[src/rtl/spram_arb_pkg.sv]
// Shared types and constants for the single-port RAM arbiter.
// SPRAM_ARB_RR_EN (defined by the build) selects round-robin versus fixed-priority arbitration.
package spram_arb_pkg;

    localparam int unsigned DEF_DWIDTH = 8;
    localparam int unsigned DEF_AWIDTH = 8;

    localparam logic REQ0 = 1'b0;
    localparam logic REQ1 = 1'b1;

    typedef enum logic [1:0] {
        IDLE  = 2'd0,
        ISSUE = 2'd1,
        RESP  = 2'd2
    } arb_state_e;

    // Requester that is preferred after `id` has been served.
    function automatic logic other_req(input logic id);
        return ~id;
    endfunction

endpackage

[src/rtl/spram_arbiter_arb2_rr.sv]
// Two-way grant logic. With SPRAM_ARB_RR_EN the last-served requester loses ties;
// without it req0 always wins ties and no pointer register exists.
module arb2_rr
    import spram_arb_pkg::*;
(
`ifdef SPRAM_ARB_RR_EN
    input  logic       clk,
    input  logic       rst,
    input  logic       adv_i,
`endif
    input  logic [1:0] req_i,
    output logic [1:0] gnt_c_o,
    output logic       gnt_id_c_o
);

    logic prefer;

`ifdef SPRAM_ARB_RR_EN
    logic ptr_q;
    logic ptr_d;

    // Pointer moves only when a grant is actually taken.
    always_comb begin
        ptr_d = ptr_q;
        if (adv_i) begin
            ptr_d = other_req(gnt_id_c_o);
        end
    end

    always_ff @(posedge clk) begin
        if (rst) begin
            ptr_q <= REQ0;
        end else begin
            ptr_q <= ptr_d;
        end
    end

    assign prefer = ptr_q;
`else
    assign prefer = REQ0;
`endif

    // A lone requester wins outright; the preference only breaks ties.
    always_comb begin
        gnt_c_o    = 2'b00;
        gnt_id_c_o = prefer;
        if (req_i == 2'b01) begin
            gnt_id_c_o = REQ0;
        end else if (req_i == 2'b10) begin
            gnt_id_c_o = REQ1;
        end
        if (|req_i) begin
            gnt_c_o[gnt_id_c_o] = 1'b1;
        end
    end

endmodule

[src/rtl/spram_arbiter.sv]
// spram_arbiter: serialises two valid/ready requesters onto one 1-cycle-read single-port RAM.
// Define SPRAM_ARB_RR_EN for round-robin arbitration; otherwise req0 has fixed priority.
module spram_arbiter
    import spram_arb_pkg::*;
#(
    parameter int unsigned DWIDTH = DEF_DWIDTH,
    parameter int unsigned AWIDTH = DEF_AWIDTH
) (
    input  logic              clk,
    input  logic              rst,

    input  logic              req0_valid,
    output logic              req0_ready,
    input  logic              req0_wen,
    input  logic [AWIDTH-1:0] req0_addr,
    input  logic [DWIDTH-1:0] req0_wdata,
    output logic              rsp0_valid,
    output logic [DWIDTH-1:0] rsp0_rdata,

    input  logic              req1_valid,
    output logic              req1_ready,
    input  logic              req1_wen,
    input  logic [AWIDTH-1:0] req1_addr,
    input  logic [DWIDTH-1:0] req1_wdata,
    output logic              rsp1_valid,
    output logic [DWIDTH-1:0] rsp1_rdata,

    output logic              ram_en,
    output logic              ram_wen,
    output logic [AWIDTH-1:0] ram_addr,
    output logic [DWIDTH-1:0] ram_datai,
    input  logic [DWIDTH-1:0] ram_datao
);

    arb_state_e        state_q;
    arb_state_e        state_d;

    logic [1:0]        req_valid;
    logic [1:0]        gnt;
    logic              gnt_id;
    logic              accept;

    logic              sel_wen;
    logic [AWIDTH-1:0] sel_addr;
    logic [DWIDTH-1:0] sel_wdata;

    logic              cmd_id_q;
    logic              cmd_id_d;
    logic              ram_en_q;
    logic              ram_en_d;
    logic              ram_wen_q;
    logic              ram_wen_d;
    logic [AWIDTH-1:0] ram_addr_q;
    logic [AWIDTH-1:0] ram_addr_d;
    logic [DWIDTH-1:0] ram_datai_q;
    logic [DWIDTH-1:0] ram_datai_d;

    logic              rsp0_valid_q;
    logic              rsp0_valid_d;
    logic              rsp1_valid_q;
    logic              rsp1_valid_d;
    logic [DWIDTH-1:0] rsp0_rdata_q;
    logic [DWIDTH-1:0] rsp0_rdata_d;
    logic [DWIDTH-1:0] rsp1_rdata_q;
    logic [DWIDTH-1:0] rsp1_rdata_d;

    assign req_valid = {req1_valid, req0_valid};

    arb2_rr u_arb (
`ifdef SPRAM_ARB_RR_EN
        .clk        (clk),
        .rst        (rst),
        .adv_i      (accept),
`endif
        .req_i      (req_valid),
        .gnt_c_o    (gnt),
        .gnt_id_c_o (gnt_id)
    );

    // A command can only be taken while idle; the arbiter always has a winner if any valid is up.
    assign accept     = (state_q == IDLE) && (|req_valid);
    assign req0_ready = (state_q == IDLE) && gnt[REQ0];
    assign req1_ready = (state_q == IDLE) && gnt[REQ1];

    assign sel_wen   = (gnt_id == REQ1) ? req1_wen   : req0_wen;
    assign sel_addr  = (gnt_id == REQ1) ? req1_addr  : req0_addr;
    assign sel_wdata = (gnt_id == REQ1) ? req1_wdata : req0_wdata;

    // Next state plus output/datapath next values; RAM pins are nonzero only in ISSUE.
    always_comb begin
        state_d      = state_q;
        cmd_id_d     = cmd_id_q;
        ram_en_d     = 1'b0;
        ram_wen_d    = 1'b0;
        ram_addr_d   = '0;
        ram_datai_d  = '0;
        rsp0_valid_d = 1'b0;
        rsp1_valid_d = 1'b0;
        rsp0_rdata_d = rsp0_rdata_q;
        rsp1_rdata_d = rsp1_rdata_q;

        case (state_q)
            IDLE: begin
                if (accept) begin
                    state_d     = ISSUE;
                    cmd_id_d    = gnt_id;
                    ram_en_d    = 1'b1;
                    ram_wen_d   = sel_wen;
                    ram_addr_d  = sel_addr;
                    ram_datai_d = sel_wdata;
                end
            end
            ISSUE: begin
                state_d = ram_wen_q ? IDLE : RESP;
            end
            RESP: begin
                // RAM output register holds the read data during this cycle.
                state_d = IDLE;
                if (cmd_id_q == REQ1) begin
                    rsp1_valid_d = 1'b1;
                    rsp1_rdata_d = ram_datao;
                end else begin
                    rsp0_valid_d = 1'b1;
                    rsp0_rdata_d = ram_datao;
                end
            end
            default: begin
                state_d = IDLE;
            end
        endcase
    end

    always_ff @(posedge clk) begin
        if (rst) begin
            state_q      <= IDLE;
            cmd_id_q     <= REQ0;
            ram_en_q     <= 1'b0;
            ram_wen_q    <= 1'b0;
            ram_addr_q   <= '0;
            ram_datai_q  <= '0;
            rsp0_valid_q <= 1'b0;
            rsp1_valid_q <= 1'b0;
            rsp0_rdata_q <= '0;
            rsp1_rdata_q <= '0;
        end else begin
            state_q      <= state_d;
            cmd_id_q     <= cmd_id_d;
            ram_en_q     <= ram_en_d;
            ram_wen_q    <= ram_wen_d;
            ram_addr_q   <= ram_addr_d;
            ram_datai_q  <= ram_datai_d;
            rsp0_valid_q <= rsp0_valid_d;
            rsp1_valid_q <= rsp1_valid_d;
            rsp0_rdata_q <= rsp0_rdata_d;
            rsp1_rdata_q <= rsp1_rdata_d;
        end
    end

    assign ram_en     = ram_en_q;
    assign ram_wen    = ram_wen_q;
    assign ram_addr   = ram_addr_q;
    assign ram_datai  = ram_datai_q;
    assign rsp0_valid = rsp0_valid_q;
    assign rsp1_valid = rsp1_valid_q;
    assign rsp0_rdata = rsp0_rdata_q;
    assign rsp1_rdata = rsp1_rdata_q;

endmodule
[config.mk]
export PLATFORM = sky130hd
export DESIGN_NAME = spram_arbiter
export DESIGN_NICKNAME = d
export VERILOG_FILES = /design/src/rtl/spram_arb_pkg.sv /design/src/rtl/spram_arbiter_arb2_rr.sv /design/src/rtl/spram_arbiter.sv
export SDC_FILE = /design/constraint.sdc
export NUM_CORES = 1
export LEC_CHECK = 0
export ABC_AREA = 0
export BUFFER_PORTS_ARGS = -buffer_cell sky130_fd_sc_hd__buf_2
export CELL_PAD_IN_SITES_DETAIL_PLACEMENT = 1
export CELL_PAD_IN_SITES_GLOBAL_PLACEMENT = 2
export CORE_UTILIZATION = 24
export CTS_CLUSTER_DIAMETER = 50
export DETAILED_ROUTE_END_ITERATION = 10
export PLACE_DENSITY_LB_ADDON = 0.1
export SLEW_MARGIN = 20
export SYNTH_ARGS = -nofsm -noshare
export SYNTH_HDL_FRONTEND = slang
export SYNTH_HIERARCHICAL = 1
export SYNTH_SLANG_ARGS = --single-unit
[constraint.sdc]
create_clock -name clk -period 1.8 [get_ports clk]
set_input_delay 0.09 -clock clk [delete_from_list [all_inputs] [get_ports clk]]
set_output_delay 0.09 -clock clk [all_outputs]
set_load 0.005 [all_outputs]
# Word-level counts from Yosys, hierarchy flattened
# Cells that the tools add are included.
[op_classes]
add_sub_neg = 0
mul = 0
n_div = 0
magnitude_cmp = 2
eq_ne = 5
shift = 0
mux = 14
n_bitwise = 4
reduce_logical = 12
[op_table]
columns = ["op", "n"]
rows = [
  ["$mux W8", 2],
  ["$mux W1", 7],
  ["$mux W2", 3],
  ["$reduce_and A2 Y1", 3],
  ["$reduce_or A2 Y1", 3],
  ["$eq A2 B1 Y1 const B", 2],
  ["$eq A2 B2 Y1 const B", 2],
  ["$logic_and A1 B1 Y1", 4],
  ["$not A1 Y1", 4],
  ["$pmux W2 S2", 1],
  ["$reduce_or A3 Y1", 1],
  ["$logic_not A2 Y1", 1],
  ["$lt A1 B2 Y1 const B", 1],
  ["$ne A2 B2 Y1 const B", 1],
  ["$demux W1 S1", 1],
  ["$ge A1 B1 Y1 const B", 1],
]
[word_totals]
ff_bits = 39
latch_bits = 0
ram_bits = 0
rom_bits = 0
input_bits = 46
out_inout_bits = 38
elab_cells = 47
memories = 0

# Longest topological paths before layout
# Gate-level depths: netlist of run 1.
[depth]
word_depth = 9
depth_mapped = 5
ltp_nobuf = 3

# Modules after synthesis
# The synthesis of run 1 kept the hierarchy.
[modules_own_cells]
columns = ["module", "instances", "cells_each", "area_per_inst_um2", "seq_area_each_um2"]
rows = [
  ["spram_arbiter", 1, 146, 1372.6, 780.7],
  ["arb2_rr", 1, 3, 17.5, 0.0],
]

# Least setup slack after synthesis of run 1
# No wires, ideal clock.
[synth_path]
kind = "register -> register"
startpoint = "register state_q[1]"
endpoint = "register rsp0_rdata_q[0] (netlist: rsp0_rdata[0])"
setup_time_ns = 0.132
arrival_time_ns = 0.975
required_time_ns = 1.668
setup_slack_ns = 0.693
path_stages_with_launch = 5
path_buffers = 1
period_less_slack_ns = 1.107
path_cell_list = "dfxtp_1 -> or3b_1 -> buf_2 -> nand2_1 -> a21oi_1"
[synth_via]
elab_chain_cells = 2
[synth_lines]
columns = ["element", "line", "source"]
rows = [
  ["start, declared", "spram_arbiter.sv:35", "arb_state_e state_q;"],
  ["start signal, assigned", "spram_arbiter.sv:146", "state_q <= state_d;"],
  ["$eq A2 B2 Y1", "spram_arbiter.sv:102", "case (state_q)"],
  ["$reduce_and A2 Y1 (no line)", "-", ""],
  ["end signal, assigned", "spram_arbiter.sv:154", "rsp0_rdata_q <= rsp0_rdata_d;"],
  ["end, declared", "spram_arbiter.sv:62", "logic [DWIDTH-1:0] rsp0_rdata_q;"],
]
# No other way between the ends.
# A chain may end at the register's enable or synchronous reset.

# Final worst setup path of run 1
[layout_path]
startpoint = "register state_q[1]"
endpoint = "register rsp0_rdata_q[1] (netlist: rsp0_rdata[1])"
# The elaborated chain is that of the path after synthesis.

==> summary.txt, run 1 <==
Run status
  • Status: complete, no violations

STA
  • F_max: 0.807 GHz
  • Fin crit share: 0.688
  • Final setup vio count: 0
  • RSZ-0062 raised after global routing: false
  • Clk_skew: 0.00382 ns
  • Slew headroom: 0.451
  • Measured slew at the worst slew-check pin: 0.822 ns
  • Final TNS setup: 0 ns
  • Final worst path period need: around 1.2 ns
  • Final Max Tran Viols: 0
  • Fin. Hold Viols: 0

Yosys
  • Multiplexer share of the synthesized area: 0.130
  • Yosys Warn Count: 6
  • Simple-Gate Fraction of Synth Area: 0.194
  • Area share of the largest cell type after synthesis: 0.562
  • EDFF count, synth: 0
  • Most common library cells after synthesis: 39 x dfxtp_1, 34 x nand2_1, 19 x nor2_1
  • Xor/xnor cell area share of the yosys netlist: 0
  • Adder-cell share of the synthesized area: 0
  • Synth Flop Type: dfxtp_1
  • Area leader, netlist: dfxtp_1
  • Post-synthesis sequential area ratio: 0.562
  • Synth area leaders: dfxtp_1 56%, mux2i_1 13%, nand2_1 9.2%
  • Distinct cells, synth: 19
  • Syn Area/Cell: 9.33 µm²
  • Most numerous cell in the Yosys netlist: dfxtp_1
  • Synthesized cell area: 0.00139 mm²
  • Syn Nets: 195
  • Compound-Gate Fraction of Synth Area: 0.0702
  • Async set or reset register ratio after synthesis: 0
  • Post-Synthesis Cells: between 100 and 150
  • Main combinational cell family by area after synthesis: simple AND/OR/NAND/NOR gates
  • Yosys reg bits: 39

Worst setup path
  • Critical Path RT: 1.96 ns
  • CP endpoint: rsp0_rdata[1]
  • Worst Path Max Fanout: 9
  • CP Launch Point: state_q[1]
  • Worst Setup End Kind: flip-flop
  • Startpoint Class: flip-flop
  • Reg2Reg Capture Point: rsp0_rdata[1]
  • WS Path Type: flip-flop to flip-flop
  • Worst r2r src: state_q[1]
  • Internal reg-to-reg setup slack: about 0.56 ns
  • FF-to-FF path depth: 3
  • Critical Path AT: 1.40 ns

Detailed routing
  • Total wire length: 3800 µm
  • Vias/cell: 4.31
  • DR iter-0 viols: 57
  • Drt pass-1 iters: 2
  • Routed WL per cell: 12.5 µm
  • Routed Antenna Nets: 0
  • Vias post-DR: 1,310
  • DRC: 0

Global routing
  • Global Route Usage Sum: 0.132
  • Number of global-route vias before repair: 1,339
  • First-pass GRT wire length: 6130 µm
  • Global route total overflow: 0
  • Largest net degree at the start of global routing: 21
  • Initial antenna violation count: 0

Clock tree
  • CTS buffer count: 5
  • Clk root buf: clkbuf_8
  • H-tree levels: 2
  • Clock sink count: 39
  • CTS Hold Bufs: 0
  • # resized after CTS: 0
  • Worst-path clk slew: roughly 0.070 ns
  • Post-CTS setup buffer count: 0
  • Worst-Skew Late Latency: around 0.28 ns
  • CTS tree: built
  • CTS max path bufs: 2

Finish
  • Diode count: 0
  • Layout cells sized above 1: 0.414
  • Fin nets: 277
  • Fill cell count: 684
  • Post-Layout Cell Count: 304
  • Area grow syn2layout: 41.9%
  • Final instance area: slightly below 0.002 mm²

Die
  • Die X: 78.1 µm
  • Cell Rows: 27
  • Core Footprint: 0.00554 mm²
  • Io pins: 84
  • Die Area: 0.00610 mm²
  • Starting Density: 0.251
  • Die Y: 78.1 µm

Power
  • Lkg Pwr: 0.956 nW
  • Pwr dens: 943 mW/mm²
  • Peak supply drop: 0.289 mV
  • Total power: 1.86 mW

Run
  • Max-cap violations: 0

Placement
  • Cell area after placement: about 0.0019 mm²
  • Placed insts: a little under 300
  • Port bufs: 83
  • DP Wirelength: roughly 3000 µm
  • GP Congestion: 0.639

Min path
  • Hold Path Class: input port to flip-flop
  • Hold Path Depth: 3
metal layers:
layer / GRT usage / wire length, µm
met5: 0 / 0
met4: 0.0500 / 56
met3: 0.0523 / 275
met2: 0.239 / 2050
met1: 0.137 / 1420
flip-flops by register name, indices dropped and copies added, names as in the netlist:
name        cells
cmd_id_q        1
rsp1_valid      1
ram_en          1
rsp1_rdata      8
ram_wen         1
ram_datai       8
ram_addr        8
rsp0_valid      1
rsp0_rdata      8
state_q         2
layout by cell type, fill, tap and decap left out:
master	n
buf_2	83
dfxtp_1	39
nand2_1	34
nor2_1	19
mux2i_1	18
a21oi_1	16
clkbuf_8	6
inv_1	3
and2_1	2
nor2_2	1
and3b_1	1
nand3b_1	1
o211ai_2	1
nor4b_1	1
o21ai_0	1
or3b_1	1
nor3b_2	1
bufinv_16	1
clkinv_2	1
buf_4	1
nor2b_2	1
layout make-up:
type | instances | area, µm² | share of cell area
inverter | 3 | 11.3 | 0.00571
tap | 72 | 90.1 | 0.0457
sequential | 39 | 781 | 0.396
multi-input combinational | 98 | 551 | 0.279
clock buffer | 6 | 82.6 | 0.0419
clock inverter | 2 | 35.0 | 0.0178
timing repair buffer | 84 | 423 | 0.214
critical path, cell delays in order (launching register included):
cell     delay (ns)
dfxtp_1        0.41
or3b_1         0.52
nand2_1        0.12
a21oi_1        0.07
cell families after synthesis:
family,Yosys count
AOI/OAI and AO/OA,18
muxes,18
buffers and inverters,12
and+or+nand+nor,62
DFF,39
where the power goes:
part / total [mW] / internal [mW] / switching, mW
registers: 0.918 / 0.902 / 0.0163
clock network: 0.742 / 0.448 / 0.294
logic: 0.200 / 0.101 / 0.0993
metrics by stage:
| step | hold WS (ns) | setup WS, ns | utilization |
|---|---|---|---|
| floorplan | 0.226 | 0.693 | - |
| global placement | 0.318 | 0.597 | 0.335 |
| detailed placement | 0.332 | 0.543 | 0.335 |
| CTS | 0.0267 | 0.534 | 0.356 |
| global route | 0.0244 | 0.419 | 0.356 |
| finish | 0.0375 | 0.561 | 0.356 |
how the worst min path moves through the flow:
stage | from | endpoint | slack, ns
floorplan | ram_datao[0] | rsp0_rdata[0] | 0.23
global placement | req0_wdata[3] | ram_datai[3] | 0.32
detailed placement | req0_wdata[0] | ram_datai[0] | 0.33
CTS | req0_wdata[0] | ram_datai[0] | 0.03
global route | req0_wdata[1] | ram_datai[1] | 0.02
finish | req0_wdata[0] | ram_datai[0] | 0.04
Note: power is estimated with default switching activity, not from simulation.
==> inputs of run 2 (changes only) <==
Settings changed: CORE_UTILIZATION 24 to 20.
Clock period 1.8 ns to 1.1 ns, I/O delays scaled along.
==> run 2 against run 1 <==
  * The flow now finishes with violations (setup timing)
  * Wire length increased by 17%
  * Worst hold slack worse by 0.033 ns
  * Final area is 23% higher
  * Clock power increased by 47%
  * Clock skew grew 0.0069 ns
  * Power is 67% higher
  * Critical endpoint is now req1_ready
  * Largest cell class is now buffers
==> summary.txt, run 2 (synthesis results as in run 1) <==
Run status
  • Status: complete, but fails checks (was complete, no violations)
  • Failing checks: setup timing

Global routing
  • Number of global-route vias before repair: 1,572 (was 1,339)
  • Initial antenna violation count: 0 (unchanged)
  • Global Route Usage Sum: 0.127 (was 0.132)
  • Largest net degree at the start of global routing: 20 (was 21)
  • First-pass GRT wire length: 7180 µm (was 6130 µm)
  • Global route total overflow: 0 (unchanged)

Detailed routing
  • Total wire length: 4440 µm (was 3800 µm)
  • Routed WL per cell: 12.5 µm (about the same)
  • DR iter-0 viols: 34 (was 57)
  • Top Metal Used: met4 (unchanged)
  • Vias post-DR: 1,435 (was 1,310)
  • Met3 routed WL: 262 µm (was 275 µm)
  • Wire length on met2: 2250 µm (was 2050 µm)
  • Drt pass-1 iters: 2 (unchanged)
  • Routed Antenna Nets: 0 (unchanged)
  • DRC: 0 (unchanged)
  • Vias/cell: 4.05 (was 4.31)
  • Met1 Wirelength: 1900 µm (was 1420 µm)

Worst setup path
  • Critical Path RT: 1.04 ns (was 1.96 ns)
  • WS Path Type: flip-flop to primary output (was flip-flop to flip-flop)
  • Critical Path AT: 1.11 ns (was 1.40 ns)
  • Startpoint Class: flip-flop (unchanged)
  • Worst Setup End Kind: primary output (was flip-flop)
  • Worst Path Max Fanout: 4 (was 9)

Die
  • Core Footprint: 0.00676 mm² (was 0.00554 mm²)
  • Die X: 85.4 µm (was 78.1 µm)
  • Starting Density: 0.206 (was 0.251)
  • Die Y: 85.4 µm (was 78.1 µm)
  • Io pins: 84 (unchanged)
  • Die Area: 0.00729 mm² (was 0.00610 mm²)
  • Cell Rows: 30 (was 27)

Placement
  • Port bufs: 83 (unchanged)
  • GP Congestion: 0.621 (was 0.639)
  • DP Wirelength: 2890 µm (was 3040 µm)

STA
  • Slew headroom: 0.844 (was 0.451)
  • Fin. Hold Viols: 0 (unchanged)
  • Measured slew at the worst slew-check pin: 0.234 ns (was 0.822 ns)
  • Final Max Tran Viols: 0 (unchanged)
  • RSZ-0062 raised after global routing: true (was false)
  • F_max: 0.860 GHz
  • Clk_skew: 0.0107 ns (was 0.00382 ns)
  • Final worst path period need: 1.16 ns
  • Fin crit share: 1.06
  • Worst setup margin: -0.0624 ns (was 0.561 ns)
  • Final setup vio count: 19 (was 0)

Power
  • Lkg Pwr: 1.15 nW (was 0.956 nW)
  • P_int: 2.35 mW (was 1.45 mW)
  • Fraction of power spent switching nets: 0.243 (was 0.220)
  • Sequential share of power: 0.484 (was 0.494)
  • Clk pwr share: 0.352 (was 0.399)
  • Peak supply drop: 0.614 mV (was 0.289 mV)
  • Psw: 755 µW (was 409 µW)
  • Pwr dens: 1280 mW/mm² (was 943 mW/mm²)
  • Total power: 3.10 mW (was 1.86 mW)
  • Combinational fraction of design power: 0.163 (was 0.107)

Finish
  • Most frequent cells in the layout: 82 x buf_2, 36 x dfxtp_1, 31 x nand2_1 (was 83 x buf_2, 39 x dfxtp_1, 34 x nand2_1)
  • Commonest non-fill, non-tap cell in the layout: buf_2 (unchanged)
  • Core Util, Final: 0.360 (was 0.356)
  • Area of the multi-input gates: 614 µm² (was 551 µm²)
  • Layout cells sized above 1: 0.467 (was 0.414)
  • Area grow syn2layout: 75.1% (was 41.9%)
  • Reg area: 787 µm² (was 781 µm²)
  • Fill cell count: 831 (was 684)
  • Diode count: 0 (unchanged)
  • Fin nets: 319 (was 277)

Min path
  • Hold Path Class: input port to flip-flop (unchanged)

Run
  • Max-cap violations: 0 (unchanged)

Clock tree
  • CTS tree: built (unchanged)
  • CTS max path bufs: 2 (unchanged)
  • CTS buffer count: 5 (unchanged)
  • H-tree levels: 2 (unchanged)
  • Clock sink count: 39 (unchanged)
  • Worst-Skew Late Latency: 0.29 ns (was 0.28 ns)
  • Clk root buf: clkbuf_8 (unchanged)
  • Worst-path clk slew: 0.07 ns (about the same)
==> run 2: cell count changes in the layout (fill, tap and decap cells not counted), sizes merged <==
| cell | before | now |
|---|---|---|
| or3b | 1 | 2 |
| bufinv | 1 | 0 |
| dlygate4sd3 | 0 | 24 |
| clkinv | 1 | 0 |
| clkbuf | 6 | 8 |
| buf | 84 | 101 |
==> run 2: worst paths after layout <==
kind / endpoint / from / cells after the start / slack (ns)
worst min register to register: state_q[1] / ram_wen / 1 / 0.41
worst max register to register: ram_addr[7] / state_q[1] / 6 / -0.05
worst min-delay path: ram_addr[5] / req0_addr[5] / 3 / 0.005
worst max-delay path: req1_ready / state_q[1] / 4 / -0.06
==> run 2: per-layer routing <==
metal | global-route usage | vias to the layer above
met5 | 0 | -
li1 | - | 730
met4 | 0.0364 | 0
met1 | 0.144 | 652
met3 | 0.0379 | 2
met2 | 0.229 | 51
==> run 2: what timing repair did <==
item | 4_1_cts | 5_1_grt
gates cloned | 1 | 1
hold buffers | 24 | 0
gates resized for setup | 6 | 18
pin swaps | 4 | 4
endpoints found under the setup margin | 33 | 25
buffers inserted | 3 | 2
hold endpoints to repair | 13 | 0
==> run 2: through the flow <==
step	hold slack, ns	setup TNS (ns)	std cells	worst slack (ns)	area (µm²)
after floorplan	0.191	0	149	0.0232	1390
after global placement	0.291	-0.951	315	-0.0629	1960
after detailed placement	0.297	-1.07	315	-0.0849	1960
after CTS	0.000749	-0.289	351	-0.0599	2350
after global routing	0.0183	-2.85	354	-0.125	2430
final	0.00459	-0.440	354	-0.0624	2430
==> run 2: critical path: stages (launching register included) <==
cell     delay (ns)
dfxtp_2        0.33
buf_6          0.12
nor2_4         0.14
and2_4         0.16
buf_6          0.09
==> run 2: layout make-up <==
class                   count  area share
repair buffers            125       0.337
clock buffers               8      0.0411
flip-flops and latches     39       0.323
multi-input cells          99       0.252
inverters                   3     0.00463
well taps                  80      0.0411
==> run 2: power by group through the flow <==
stage / registers (mW) / clock network [mW] / logic [mW]
after floorplan: 1.54 / 0 / 0.151
after global placement: 1.53 / 0 / 0.374
after detailed placement: 1.53 / 0 / 0.376
after CTS: 1.50 / 1.14 / 0.461
after global routing: 1.51 / 1.21 / 0.556
final: 1.50 / 1.09 / 0.507
